==> src/rtl/mo_mul_pkg.sv <==
// Shared constants for the Montgomery multiplier: the Kyber and Dilithium
// modulus settings and a helper that derives Q from (Q_M, Q_K).
package mo_mul_pkg;

  localparam int KYBER_Q_M     = 8;
  localparam int KYBER_Q_K     = 13;
  localparam int KYBER_W       = 12;
  localparam int KYBER_R_MOD_Q = 767;

  localparam int DIL_Q_M       = 13;
  localparam int DIL_Q_K       = 1023;
  localparam int DIL_W         = 23;
  localparam int DIL_R_MOD_Q   = 8191;

  // Q = Q_K * 2^Q_M + 1
  function automatic int mo_mul_q(input int q_m, input int q_k);
    return q_k * (1 << q_m) + 1;
  endfunction

endpackage

==> src/rtl/mo_mul_stage.sv <==
// One combinational radix-2 Montgomery step: d_next = (d + b[I]*a [- Q]) / 2,
// with the subtraction of Q split into a high-part subtract of Q_K and a final -1.
module mo_mul_stage #(
  parameter int Q_M = 8,
  parameter int Q_K = 13,
  parameter int W   = 12,
  parameter int I   = 0
) (
  input  logic signed [W:0]   d,
  input  logic        [W-1:0] a,
  input  logic        [W-1:0] b,
  output logic signed [W:0]   d_next
);

  localparam int HW = W + 2 - Q_M;
  localparam logic [HW-1:0] QK_V = HW'(Q_K);

  logic [W+1:0]  t_add;
  logic [W+1:0]  t_sub;
  logic [HW-1:0] t_hi;
  logic          unused_bits;

  always_comb begin
    t_add  = {d[W], d} + (b[I] ? {2'b00, a} : '0);
    // Q = Q_K*2^Q_M + 1, so only the bits at and above Q_M see Q_K.
    t_hi   = t_add[W+1:Q_M] - QK_V;
    t_sub  = {t_hi, t_add[Q_M-1:0]} - (W+2)'(1);
    d_next = t_add[0] ? t_sub[W+1:1] : t_add[W+1:1];
  end

  // Only b[I] matters here; t_sub[0] is always 0 after an odd subtract.
  assign unused_bits = ^{b, t_sub[0]};

endmodule

==> src/rtl/mo_mul_pipe.sv <==
// Fully pipelined radix-2 Montgomery multiplier: W step stages, a tag/valid
// chain alongside the data and an optional canonicalising output register.
module mo_mul_pipe
  import mo_mul_pkg::*;
#(
  parameter int Q_M   = 8,
  parameter int Q_K   = 13,
  parameter int W     = 12,
  parameter int TAG_W = 8,
  parameter int NORM  = 1
) (
  input  logic               clk,
  input  logic               rst_n,
  input  logic               in_valid,
  output logic               in_ready,
  input  logic [W-1:0]       in_a,
  input  logic [W-1:0]       in_b,
  input  logic [TAG_W-1:0]   in_tag,
  output logic               out_valid,
  input  logic               out_ready,
  output logic [W:0]         out_data,
  output logic [TAG_W-1:0]   out_tag
);

  localparam int WP1 = W + 1;
  localparam logic [W:0] Q_V = WP1'(mo_mul_q(Q_M, Q_K));

  // Handshake: a token moves on a cycle where valid & ready. The whole pipe
  // advances together on en; when the output is stalled every register holds,
  // so bubbles are kept and ordering is strict FIFO.
  logic en;

  logic                v_q   [0:W];
  logic [TAG_W-1:0]    tag_q [0:W];
  logic [W-1:0]        a_q   [0:W-1];
  logic [W-1:0]        b_q   [0:W-1];
  logic signed [W:0]   d_q   [1:W];

  logic signed [W:0]   d_cur [0:W-1];
  logic signed [W:0]   d_nxt [0:W-1];

  assign en       = ~out_valid | out_ready;
  assign in_ready = en;

  for (genvar k = 0; k < W; k++) begin : g_stage
    if (k == 0) begin : g_first
      assign d_cur[k] = '0;
    end else begin : g_rest
      assign d_cur[k] = d_q[k];
    end

    mo_mul_stage #(
      .Q_M (Q_M),
      .Q_K (Q_K),
      .W   (W),
      .I   (k)
    ) u_stage (
      .d      (d_cur[k]),
      .a      (a_q[k]),
      .b      (b_q[k]),
      .d_next (d_nxt[k])
    );
  end

  always_ff @(posedge clk or negedge rst_n) begin
    if (!rst_n) begin
      for (int k = 0; k <= W; k++) begin
        v_q[k]   <= 1'b0;
        tag_q[k] <= '0;
      end
      for (int k = 0; k < W; k++) begin
        a_q[k] <= '0;
        b_q[k] <= '0;
      end
      for (int k = 1; k <= W; k++) begin
        d_q[k] <= '0;
      end
    end else if (en) begin
      v_q[0]   <= in_valid;
      tag_q[0] <= in_tag;
      a_q[0]   <= in_a;
      b_q[0]   <= in_b;
      for (int k = 1; k <= W; k++) begin
        v_q[k]   <= v_q[k-1];
        tag_q[k] <= tag_q[k-1];
        d_q[k]   <= d_nxt[k-1];
      end
      for (int k = 1; k < W; k++) begin
        a_q[k] <= a_q[k-1];
        b_q[k] <= b_q[k-1];
      end
    end
  end

  if (NORM != 0) begin : g_norm
    logic             n_v;
    logic [W:0]       n_d;
    logic [TAG_W-1:0] n_tag;

    // d_W lies in (-Q,Q); a single conditional add of Q makes it canonical.
    always_ff @(posedge clk or negedge rst_n) begin
      if (!rst_n) begin
        n_v   <= 1'b0;
        n_d   <= '0;
        n_tag <= '0;
      end else if (en) begin
        n_v   <= v_q[W];
        n_d   <= d_q[W][W] ? (d_q[W] + Q_V) : d_q[W];
        n_tag <= tag_q[W];
      end
    end

    assign out_valid = n_v;
    assign out_data  = n_d;
    assign out_tag   = n_tag;
  end else begin : g_raw
    assign out_valid = v_q[W];
    assign out_data  = d_q[W];
    assign out_tag   = tag_q[W];
  end

endmodule

==> config.mk <==
export PLATFORM = sky130hd
export DESIGN_NAME = mo_mul_pipe
export DESIGN_NICKNAME = d
export VERILOG_FILES = /design/src/rtl/mo_mul_pkg.sv /design/src/rtl/mo_mul_stage.sv /design/src/rtl/mo_mul_pipe.sv
export SDC_FILE = /design/constraint.sdc
export NUM_CORES = 1
export LEC_CHECK = 0
export ABC_AREA = 0
export CORE_MARGIN = 1.5
export CORE_UTILIZATION = 30
export DETAILED_ROUTE_END_ITERATION = 7
export GPL_TIMING_DRIVEN = 0
export PLACE_DENSITY = 0.43
export SLEW_MARGIN = 40
export SYNTH_ARGS = -nofsm -noshare
export SYNTH_HDL_FRONTEND = slang
export SYNTH_SLANG_ARGS = --single-unit
==> constraint.sdc <==
create_clock -name clk -period 2.9 [get_ports clk]
set_input_delay 0.435 -clock clk [delete_from_list [all_inputs] [get_ports clk]]
set_output_delay 0.435 -clock clk [all_outputs]
set_load 0.01 [all_outputs]
==> impl_metrics.env <==
export IMPL_p_per_area_nw_per_um2=1250
export IMPL_finalHoldViolCount=0
export IMPL_htreeDepth=2
export IMPL_drive_gt1_frac=0.171
export IMPL_worstReg2RegStart="b_q[22]$_DFFE_PN0P_"
export IMPL_worstSetupPathType="flip-flop to flip-flop"
export IMPL_period_minus_slack_ps=3070
export IMPL_min_path_type="input pin to async pin"
export IMPL_clock_sinks=517
export IMPL_antenna_left=0
export IMPL_r2r_end="d_cur[11]$_DFFE_PN0P_"
export IMPL_status="finished with violations"
export IMPL_antenna_found_initial=2
export IMPL_globalRoute_busiestLayer="met2"
export IMPL_clkSlewWorstSetupHoldPaths_ps=60
export IMPL_crit_required_ps=3410
export IMPL_grt_pass1_vias=22500
export IMPL_die_y_um=306
export IMPL_fin_tns_setup_ps=-877
export IMPL_crit_start="b_q[22]$_DFFE_PN0P_"
export IMPL_drt_initial_drc_count=1260
export IMPL_core_area_um2=90600
export IMPL_drv_slew=0
export IMPL_fmax_mhz=326
export IMPL_drc=0
export IMPL_met3_usage=0.0213
export IMPL_ys_ff_latch=517
export IMPL_die_width_um=306
export IMPL_first_pass_iters=7
export IMPL_clock_path_buffers=3
export IMPL_tightest_slew_ps=841
export IMPL_yosysWarnings=0
export IMPL_rsz0062_at_grt="true"
export IMPL_reg2reg_depth=13
export IMPL_gp_routability_congestion=0.797
export IMPL_fp_row_count=110
export IMPL_critPathCaptureType="flip-flop"
export IMPL_final_common_cell="nand2_1"
export IMPL_power_total_w=0.0439
export IMPL_grt_pass1_wl_um=132000
export IMPL_drt_total_wl_um=84400
export IMPL_initial_utilization=0.304
export IMPL_ys_types=78
export IMPL_setup_viol=8
export IMPL_cts_buffers=61
export IMPL_synth_edf_count=0
export IMPL_period_share=1.06
export IMPL_ios=59
export IMPL_syn_nets=3417
export IMPL_violations="setup timing"
export IMPL_postSynthCellCount=3236
export IMPL_grt_max_degree=67
export IMPL_grt_remaining_overflow=0
export IMPL_nets=3659
export IMPL_critPathMaxFanout=7
export IMPL_worstPathArrival_ps=3580
export IMPL_ys_seq_area_frac=0.470
export IMPL_clock_latency_ps=650
export IMPL_avgSynthCellArea_um2=8.52
export IMPL_leakagePower_nw=16.5
export IMPL_setup_slack_ps=-170
export IMPL_rrSetupSlack_ps=-170
export IMPL_max_slew_margin=0.439
export IMPL_startpoint_type="flip-flop"
export IMPL_clock_skew_ps=13.6
export IMPL_die_area_um2=93700
export IMPL_vias_per_cell=4.77
export IMPL_dr_total_vias=22500
export IMPL_peakVddDrop_mv=0.463
export IMPL_synth_cell_area_um2=27600
export IMPL_use_met1=0.253
export IMPL_cts_tree="yes"
export IMPL_track_usage=0.179
export IMPL_use_met2=0.289
export IMPL_io_buffers=58
export IMPL_hpwl_um=61400
export IMPL_synthFlopType="dfrtp_1"
export IMPL_maxCapViolCount=0
export IMPL_area_growth_pct=27.5
export IMPL_wl_per_cell_um=17.9
export IMPL_cts_root_buf="clkbuf_16"
export IMPL_synthArstFlopShare=1.00
export IMPL_final_cell_mix="nand2_1, dfrtp_1, nor2_1"
state kept, by name, summed over array words and instances, names as in the netlist:
| signal | cells |
|---|---|
| v_q | 13 |
| b_q | 78 |
| tag_q | 104 |
| d_q | 13 |
| out_valid | 1 |
| a_q | 144 |
| out_tag | 8 |
| out_data | 13 |
| d_cur | 143 |
what timing repair did:
action                     CTS  global route
hold endpoints to repair    48             0
hold buffers                 1             0
setup endpoints to repair  500            54
cloned                       1             1
setup buffers               66            45
gates resized for setup    260           175
pin swaps                   98           130
kinds of logic (layout without fill, tap and decap cells):
kind of cell	after synthesis	in the layout	share of synthesized area
buffers and inverters	198	492	0.0270
xor gates and xnor gates	144	144	0.0458
and+or+nand+nor	1750	1750	0.270
DFF	517	517	0.470
other	0	1	0
AOI/OAI and AO/OA	471	471	0.114
muxes	11	11	0.00440
adders and majority gates	145	145	0.0688
worst max path at each step:
stage,cells after the start,slack [ps],endpoint
finish,13,-170,d_cur[11]$_DFFE_PN0P_
global route,14,-330,d_cur[11]$_DFFE_PN0P_
CTS,14,-320,d_cur[116]$_DFFE_PN0P_
detailed placement,8,-1740,in_ready
global placement,1,-23830,out_data[9]$_DFFE_PN0P_
floorplan,14,-80,d_cur[116]$_DFFE_PN0P_
final cells by class:
class | count | area, um^2
plain buffers | 130 | 717
repair buffers | 181 | 1740
well taps | 1176 | 1470
inverters | 66 | 248
multi-input cells | 2521 | 15800
clock buffers | 84 | 1780
fillers | 9426 | 55400
flip-flops and latches | 517 | 12900
clock inverters | 31 | 373
diodes | 1 | 2.50
per-layer routing:
metal / wire (um) / share of wire / up-vias
met5: 20 / 0.00024 / -
met4: 1980 / 0.023 / 2
met3: 2580 / 0.030 / 94
met2: 38700 / 0.46 / 261
met1: 41100 / 0.49 / 10900
li1: - / - / 11200
power breakdown:
group | switching [W] | internal [W]
combinational | 0.0124 | 0.0102
clock | 0.00331 | 0.00484
sequential | 0.00258 | 0.0106
critical path, cell delays in order (launching register included):
cell      delay (ps)
dfrtp_1          380
buf_8            130
and2_1           200
ha_2             340
a211oi_4         280
buf_4            160
o211a_1          140
nor3_1            60
o21a_1           170
o211ai_1         220
nand2_1           80
or3_4            390
a222oi_1         270
o31ai_1          120
per-stage QoR:
stage               hold slack [ps]  cell area (um^2)  cells   util  setup WS (ps)
floorplan                       139             27600   3236      -          -80.4
global placement                444             29700   4470  0.327         -23830
detailed placement              395             30000   4481  0.331          -1740
CTS                             268             33900   4662  0.374           -322
global route                    308             35100   4706  0.388           -333
finish                          298             35100   4707  0.388           -170
synthesized netlist by cell type (8+ instances only):
master | number | area share
xnor2_1 | 57 | 0.018
nor2_1 | 124 | 0.017
nand2_1 | 1259 | 0.17
o31ai_1 | 15 | 0.0041
nand2b_1 | 26 | 0.0059
and2_1 | 129 | 0.029
nand4_1 | 10 | 0.0023
o21bai_1 | 12 | 0.0033
a21oi_1 | 85 | 0.015
a21o_1 | 19 | 0.0052
inv_1 | 66 | 0.0090
ha_1 | 134 | 0.061
nand3b_1 | 12 | 0.0033
or3_1 | 13 | 0.0030
nor4_1 | 10 | 0.0023
a211oi_1 | 18 | 0.0049
o2111ai_1 | 8 | 0.0025
dfrtp_1 | 517 | 0.47
a211o_1 | 10 | 0.0032
o21a_1 | 33 | 0.0090
o21ai_1 | 61 | 0.011
mux2_2 | 9 | 0.0037
and3_1 | 9 | 0.0020
nor3_1 | 52 | 0.0094
o211ai_1 | 21 | 0.0057
nand3_1 | 42 | 0.0076
xor2_1 | 87 | 0.028
o21ai_0 | 82 | 0.015
o31a_1 | 11 | 0.0035
clkbuf_1 | 114 | 0.016
a31oi_1 | 12 | 0.0027
buf_1 | 18 | 0.0025
nor2b_1 | 22 | 0.0050
or4_1 | 11 | 0.0030
fa_1 | 11 | 0.0080
No activity file was read; power rests on OpenSTA's default activity.
